<file path="src/rtl/demux_pkg.sv">
// Shared constants and state encoding for the 1:64 demux/frame collector.
package demux_pkg;

  localparam int unsigned K  = 64;
  localparam int unsigned SW = 6;

  localparam logic [K-1:0] MASK_FULL = '1;

  typedef enum logic [1:0] {
    IDLE    = 2'd0,
    COLLECT = 2'd1,
    HOLD    = 2'd2
  } state_t;

endpackage

</file>
<file path="src/rtl/demux_1x64_collect_if.sv">
// Beat input and frame output handshake bundle for demux_1x64_collect.
interface demux_1x64_collect_if;

  logic                      in_valid;
  logic                      in_ready;
  logic                      d;
  logic [demux_pkg::SW-1:0]  sel;
  logic [demux_pkg::K-1:0]   y;
  logic                      out_valid;
  logic                      out_ready;

  modport master (
    output in_valid, d, sel, out_ready,
    input  in_ready, y, out_valid
  );

  modport slave (
    input  in_valid, d, sel, out_ready,
    output in_ready, y, out_valid
  );

endinterface

</file>
<file path="src/rtl/demux_dec_6x64.sv">
// One-hot decoder from the 6-bit index to the 64-bit write strobe.
module demux_dec_6x64
  import demux_pkg::*;
(
  input  logic [SW-1:0] sel,
  output logic [K-1:0]  strb
);

  always_comb begin
    strb      = '0;
    strb[sel] = 1'b1;
  end

endmodule

</file>
<file path="src/rtl/demux_1x64_collect.sv">
// Registered 1:64 demux that assembles a 64-bit frame from indexed bit beats.
// Optional duplicate-index sticky flag `err` when DEMUX_DUP_ERR_EN is defined.
module demux_1x64_collect
  import demux_pkg::*;
(
  input  logic              clk,
  input  logic              rst,
  input  logic              clr,
  demux_1x64_collect_if.slave bus,
  output logic [SW:0]       count
`ifdef DEMUX_DUP_ERR_EN
  ,
  output logic              err
`endif
);

  state_t         state, state_nxt;
  logic [K-1:0]   y_q;
  logic [K-1:0]   mask;
  logic [K-1:0]   strb;
  logic           accept;
  logic           is_new;
  logic           handoff;

  demux_dec_6x64 u_dec (
    .sel  (bus.sel),
    .strb (strb)
  );

  assign bus.in_ready  = (state != HOLD);
  assign bus.out_valid = (state == HOLD);
  assign bus.y         = y_q;

  // clr drops any beat presented alongside it.
  assign accept  = bus.in_valid & bus.in_ready & ~clr;
  assign is_new  = ((mask & strb) == '0);
  assign handoff = (state == HOLD) & bus.out_ready;

  always_comb begin
    state_nxt = state;
    unique case (state)
      IDLE:    if (accept) state_nxt = ((mask | strb) == MASK_FULL) ? HOLD : COLLECT;
      COLLECT: if (accept && ((mask | strb) == MASK_FULL)) state_nxt = HOLD;
      HOLD:    if (bus.out_ready) state_nxt = IDLE;
      default: state_nxt = IDLE;
    endcase
    if (clr) state_nxt = IDLE;
  end

  always_ff @(posedge clk or posedge rst) begin
    if (rst) begin
      state <= IDLE;
    end else begin
      state <= state_nxt;
    end
  end

  always_ff @(posedge clk or posedge rst) begin
    if (rst) begin
      y_q   <= '0;
      mask  <= '0;
      count <= '0;
    end else if (clr || handoff) begin
      mask  <= '0;
      count <= '0;
    end else if (accept) begin
      y_q[bus.sel] <= bus.d;
      mask         <= mask | strb;
      if (is_new) count <= count + (SW+1)'(1);
    end
  end

`ifdef DEMUX_DUP_ERR_EN
  always_ff @(posedge clk or posedge rst) begin
    if (rst) begin
      err <= 1'b0;
    end else if (clr || handoff) begin
      err <= 1'b0;
    end else if (accept && !is_new) begin
      err <= 1'b1;
    end
  end
`endif

endmodule

</file>
<file path="src/flat_wrapper.sv">
// flat-port wrapper written by rule: the top's interface ports become plain ports
module demux_1x64_collect_flat import demux_pkg::*;
  (clk, rst, clr, count, bus_in_valid, bus_d, bus_sel, bus_out_ready, bus_in_ready, bus_y, bus_out_valid);
  demux_1x64_collect_if bus_i ();
  input  logic clk;
  input  logic rst;
  input  logic clr;
  output logic [SW:0] count;
  input wire logic [$bits(bus_i.in_valid)-1:0] bus_in_valid;
  input wire logic [$bits(bus_i.d)-1:0] bus_d;
  input wire logic [$bits(bus_i.sel)-1:0] bus_sel;
  input wire logic [$bits(bus_i.out_ready)-1:0] bus_out_ready;
  output wire logic [$bits(bus_i.in_ready)-1:0] bus_in_ready;
  output wire logic [$bits(bus_i.y)-1:0] bus_y;
  output wire logic [$bits(bus_i.out_valid)-1:0] bus_out_valid;
  assign bus_i.in_valid = bus_in_valid;
  assign bus_i.d = bus_d;
  assign bus_i.sel = bus_sel;
  assign bus_i.out_ready = bus_out_ready;
  assign bus_in_ready = bus_i.in_ready;
  assign bus_y = bus_i.y;
  assign bus_out_valid = bus_i.out_valid;
  demux_1x64_collect u_core (.clk(clk), .rst(rst), .clr(clr), .bus(bus_i), .count(count));
endmodule
</file>
<file path="config.mk">
export PLATFORM = sky130hd
export DESIGN_NAME = demux_1x64_collect_flat
export DESIGN_NICKNAME = d
export VERILOG_FILES = /design/src/rtl/demux_pkg.sv /design/src/rtl/demux_1x64_collect_if.sv /design/src/rtl/demux_dec_6x64.sv /design/src/rtl/demux_1x64_collect.sv /design/src/flat_wrapper.sv
export SDC_FILE = /design/constraint.sdc
export NUM_CORES = 1
export LEC_CHECK = 0
export ABC_AREA = 1
export ABC_CLOCK_PERIOD_IN_PS = 4600
export CAP_MARGIN = 40
export CORE_ASPECT_RATIO = 0.7
export CORE_MARGIN = 2
export CORE_UTILIZATION = 50
export CTS_CLUSTER_SIZE = 24
export DETAILED_ROUTE_END_ITERATION = 10
export DONT_BUFFER_PORTS = 1
export GPL_TIMING_DRIVEN = 0
export PLACE_DENSITY = 0.68
export SLEW_MARGIN = 5
export SYNTH_ARGS = -nofsm -noshare
export SYNTH_HDL_FRONTEND = slang
export SYNTH_HIERARCHICAL = 1
export SYNTH_SLANG_ARGS = --single-unit
</file>
<file path="constraint.sdc">
create_clock -name clk -period 4.6 [get_ports clk]
set_clock_uncertainty 0.15 [all_clocks]
set_input_delay 0.69 -clock clk [delete_from_list [all_inputs] [get_ports clk]]
set_output_delay 0.69 -clock clk [all_outputs]
set_load 0.02 [all_outputs]
</file>
== Word level (Yosys, flattened, before mapping) ==
Index checks and enable logic that the tools add are counted.

* Div/mod/pow operators: 0
* Add/sub/neg operators: 1
* Reductions and logical operators: 10
* $mul: 0
* Eq/ne operators: 7
* Muxes and demuxes: 14
* Bitwise logic cells: 7
* Magnitude comparators: 2
* Shift-type cells: 0

{| class="wikitable"
|+ Operators with widths
! cell !! number
|-
| $mux W64 || 2
|-
| $and A64 B64 Y64 || 1
|-
| $bwmux W64 || 1
|-
| $eq A64 B64 Y1 const B || 1
|-
| $logic_not A64 Y1 || 1
|-
| $or A64 B64 Y64 || 1
|-
| $mux W7 || 3
|-
| $mux W2 || 5
|-
| $add A7 B1 Y7 const B || 1
|-
| $lt A6 B7 Y1 const B || 1
|-
| $demux W1 S6 || 1
|-
| $ge A6 B1 Y1 const B || 1
|-
| $ne A3 B2 Y1 const B || 2
|-
| $pmux W2 S3 || 1
|-
| $reduce_and A2 Y1 || 2
|-
| $reduce_bool A2 Y1 || 2
|-
| $and A1 B1 Y1 || 3
|-
| $ne A3 B3 Y1 const B || 1
|-
| $reduce_and A3 Y1 || 1
|-
| $eq A2 B1 Y1 const B || 1
|-
| $eq A2 B2 Y1 const B || 1
|-
| $logic_and A1 B1 Y1 || 2
|-
| $logic_not A2 Y1 || 1
|-
| $ne A2 B2 Y1 const B || 1
|-
| 3 further kinds || 4
|}

* ROM bits: 0
* Logic and storage cells: 45
* Memories: 0
* Flip-flop bits (word level): 137
* Output and inout bits: 73
* Input port bits: 12
* RAM bits: 0
* Latch bits: 0

== Logic depth before layout (Yosys ltp) ==
* Word-level depth: 10
* Depth in mapped cells: 15
* Gate-level depth less buffers: 15

== Hierarchy ==
The synthesis kept the hierarchy.

{| class="wikitable"
|+ By module, submodules not included
! module !! instances !! area an instance (µm²) !! cells each !! seq. area each (µm²)
|-
| demux_1x64_collect || 1 || 7004.2 || 896 || 3428.3
|-
| demux_dec_6x64 || 1 || 345.3 || 88 || 0.0
|}

== Worst setup path before layout ==
No wires, ideal clock.

* Kind: in2reg
* Start: input port bus_sel[0]
* End: register u_core.state[0]
* Path buffers: 0
* Stages on the path: 14
* Path slack: 2.463 ns
* Setup time: 0.117 ns
* Required time: 4.333 ns
* Arrival time: 1.869 ns
* Path through: inv_1 -> nand3_1 -> nor2_1 -> nor2_1 -> nor2_1 -> nand2_1 -> nor2_1 -> nand2_1 -> nor2_1 -> nand2_1 -> nand2_1 -> nor2_1 -> nand3_1 -> nand2_1

* Word-level cells in the longest chain between the ends: 10
* Elaborated cells on any way between the ends: 14
* Classes of those cells: 2 x order compare; 2 x eq/ne; 6 x mux; 1 x bitwise; 3 x reduce/logical

{| class="wikitable"
|+ RTL lines
! what !! RTL line !! source
|-
| start, declared || flat_wrapper.sv:11 || <nowiki>input wire logic [$bits(bus_i.sel)-1:0] bus_sel;</nowiki>
|-
| $lt A6 B7 Y1 (implied by the code) or $ge A6 B1 Y1 (tied branches) || demux_dec_6x64.sv:11 || <nowiki>strb[sel] = 1'b1;</nowiki>
|-
| $logic_and A1 B1 Y1 (implied by the code) || demux_dec_6x64.sv:11 ||
|-
| $mux W1 (implied by the code) || demux_dec_6x64.sv:11 ||
|-
| $demux W1 S6 (*) || - ||
|-
| via u_core.strb[6] || demux_1x64_collect.sv:20 || <nowiki>logic [K-1:0] strb;</nowiki>
|-
| $or A64 B64 Y64 (*) || demux_1x64_collect.sv:42, demux_1x64_collect.sv:43 ||
|-
| $eq A64 B64 Y1 (*) || demux_1x64_collect.sv:42, demux_1x64_collect.sv:43 ||
|-
| $mux W2 (2 in series) || demux_1x64_collect.sv:42 || <nowiki>IDLE: if (accept) state_nxt = ((mask | strb) == MASK_FULL) ? HOLD : COLLECT;</nowiki>
|-
| $pmux W2 S3 || demux_1x64_collect.sv:41 || <nowiki>unique case (state)</nowiki>
|-
| $mux W2 || demux_1x64_collect.sv:47 || <nowiki>if (clr) state_nxt = IDLE;</nowiki>
|-
| end signal, assigned || demux_1x64_collect.sv:54 || <nowiki>state <= state_nxt;</nowiki>
|-
| end, declared || demux_1x64_collect.sv:17 || <nowiki>state_t state, state_nxt;</nowiki>
|}

The timed path passes the listed nets; every way through them passes the cells marked *. The select of a mux whose other input is x is not followed.
A chain may end at the register's enable or synchronous reset.

== Worst setup path in the final report ==
* Start: input port bus_sel[0]
* End: register u_core.state[1]

Same word-level chain as after synthesis.

==> flow_summary.toml <==
[power]
p_leak_nw = 3.55
p_total_mw = 3.34
power_density_nw_per_um2 = 403
ir_drop_v = 0.000341

[timing]
worstMarginPinSlew_ns = 0.736
worst_slack_ns = 1.94
rsz0062_at_grt = "false"
fin_crit_ns = 2.66
relSlewSlack_pct = 51.0
setup_viol = 0
max_freq_ghz = 0.375
setup-tns-final_ns = 0
drv_slew = 0
final.period_utilization_pct = 57.9
hold_viol = 0

[synthesis]
synth_flop_cell = "dfrtp_1"
yosysUniqueCellTypes = 30
ys_async_sr_fraction_pct = 100
synth-edff-count = 0
synthesis.nets = 997
syn_inst = 984
netlist_area_um2 = 7350
ys_seq_elements = 137
seq_area_frac_synth_pct = 46.6
synth.avg_cell_area_um2 = 7.47
synth_warnings = 6

[die]
rows = 37
ios = 85
die_area_um2 = 15700
coreArea_um2 = 14500
fp.dieW_um = 149
die_h_um = 105
start_util_pct = 50.6

[route]
dr_total_vias = 7043
via_per_inst = 5.81
wl_um = 22200
ant_nets = 0
dr.pass1.iters = 5
drc = 0
wire_per_inst_um = 18.3
drtIter0Drc = 960

[global_routing]
grt_max_degree = 80
grt_pass1_wl_um = 36000
grt-ovfl-total = 0
antenna_found_initial = 0
globalRouteTotalUtil_pct = 29.8
grt_pass1_vias = 6424

[hold_path]
min_path_type = "input port to asynchronous set/reset pin"

[finish]
final_common_cell = "nor2_1"
diodes = 0
finish.utilization_pct = 57.0
final_cells = 1212
drive_above_1_share_pct = 7.77
syn_to_final_growth_pct = 12.7
mostFrequentLayoutCells = "247 x nor2_1, 203 x nand2_1, 137 x dfrtp_1, 88 x a21oi_1, 73 x o21ai_0"
fin_nets = 1017

[cts]
clk_latency_ns = 0.42
max-clock-path-buffers = 2
clockRootBuffer = "clkbuf_16"
cts_tree = "done"
htreeDepth = 4
ctsHoldBuffers = 0
post_cts_resized = 0
post-cts-setup-buffers = 0
numCtsBuffers = 17
clk_pin_slew_ns = 0.06
cts_sinks = 137

[critical_path]
cp_data_arrival_time_ns = 2.85
worstSetupPathType = "input port to register"
critPathLaunchType = "input port"
crit_required_ns = 4.79
worst_setup_path_end_kind = "register"
critPathMaxFanout = 10

[placement]
placed_cells = 1180
port-buffer-count = 0
gp_congestion = 0.940
dpl.hpwl_um = 15800
dpl_worst_slack_ns = 1.70

[outcome]
status = "finished clean"

[job]
maxCapViolCount = 0
where the power goes:
group / switching [mW] / internal, mW / leakage, nW
combinational: 0.227 / 0.0956 / 1.36
clock: 0.543 / 0.983 / 0.319
sequential: 0.189 / 1.30 / 1.87
total: 0.959 / 2.38 / 3.55
final timing paths:
kind | from | to | slack, ns | cells past startpoint
max | bus_sel[0] | u_core/state[1] | 1.94 | 13
max in group asynchronous | rst | u_core/bus.y[41] | 3.48 | 2
min in group clk | bus_out_ready | u_core/state[1] | 0.33 | 3
min reg2reg | u_core/mask[20] | u_core/mask[20] | 0.36 | 2
max reg2reg | u_core/state[1] | u_core/mask[47] | 2.33 | 7
min | rst | u_core/bus.y[21] | 0.03 | 1
synthesized netlist by cell type, types with 2 or more instances:
cell	instances	area share, %
a21oi_1	88	6.0
a31oi_1	64	5.4
buf_2	10	0.68
buf_4	3	0.31
buf_6	7	1.1
clkbuf_1	16	0.82
dfrtp_1	137	47
inv_1	51	2.6
inv_2	7	0.36
nand2_1	203	10
nand3_1	23	1.6
nand4_1	17	1.4
nor2_1	247	13
nor2_2	2	0.17
nor3_1	5	0.34
nor3_2	7	0.95
nor3_4	2	0.44
nor4_4	4	1.2
o21ai_0	73	5.0
o22ai_1	4	0.34
xor2_1	5	0.60
registers in the layout, summed over array words and instances, names as in the netlist:
register and flops:
u_core/bus.y 64, u_core/count 7, u_core/mask 64, u_core/state 2
kinds of logic (layout without fill, tap and decap cells):
kind of cell,Yosys count,in the layout,share of synthesized area [%]
simple gates,514,514,29.6
compound gates,231,231,16.9
fa+ha+maj,1,1,0.170
buf+inv,96,129,6.03
flops,137,137,46.6
xor+xnor,5,5,0.596
per-stage QoR:
step	hold WS [ns]	area (um^2)
2_1_floorplan	0.325	7350
3_3_place_gp	0.344	7590
3_5_place_dp	0.350	7630
4_1_cts	0.0508	8280
5_1_grt	0.0775	8280
6_report	0.0296	8280
final cells by class:
cell class | count | area [um^2]
Buffer | 37 | 220
Clock buffer | 19 | 443
Clock inverter | 13 | 215
Fill cell | 1357 | 6250
Inverter | 59 | 228
Multi-Input combinational cell | 751 | 3480
Sequential cell | 137 | 3430
Tap cell | 195 | 244
Timing Repair Buffer | 1 | 27.5
worst max-delay path, cell delays in order:
cell and delay [ns]:
inv_1 0.09, nand3_1 0.53, nor2_1 0.32, nor2_1 0.10, nor2_1 0.09, nand2_1 0.07
nor2_1 0.09, nand2_1 0.07, nor2_1 0.36, nand2_1 0.11, nand2_1 0.10, nand2_1 0.06
a21boi_1 0.16
layer usage:
metal  wire [um]  track usage (%)  up-vias  share of wire [%]
met4         221             8.03        0               0.99
met5           0                0        -                  0
li1            -                -     3344                  -
met1       10500             47.0     3332                 47
met2        8810             38.8      343                 40
met3        2710             9.31       24                 12
Power figures use the tool's default switching activity.
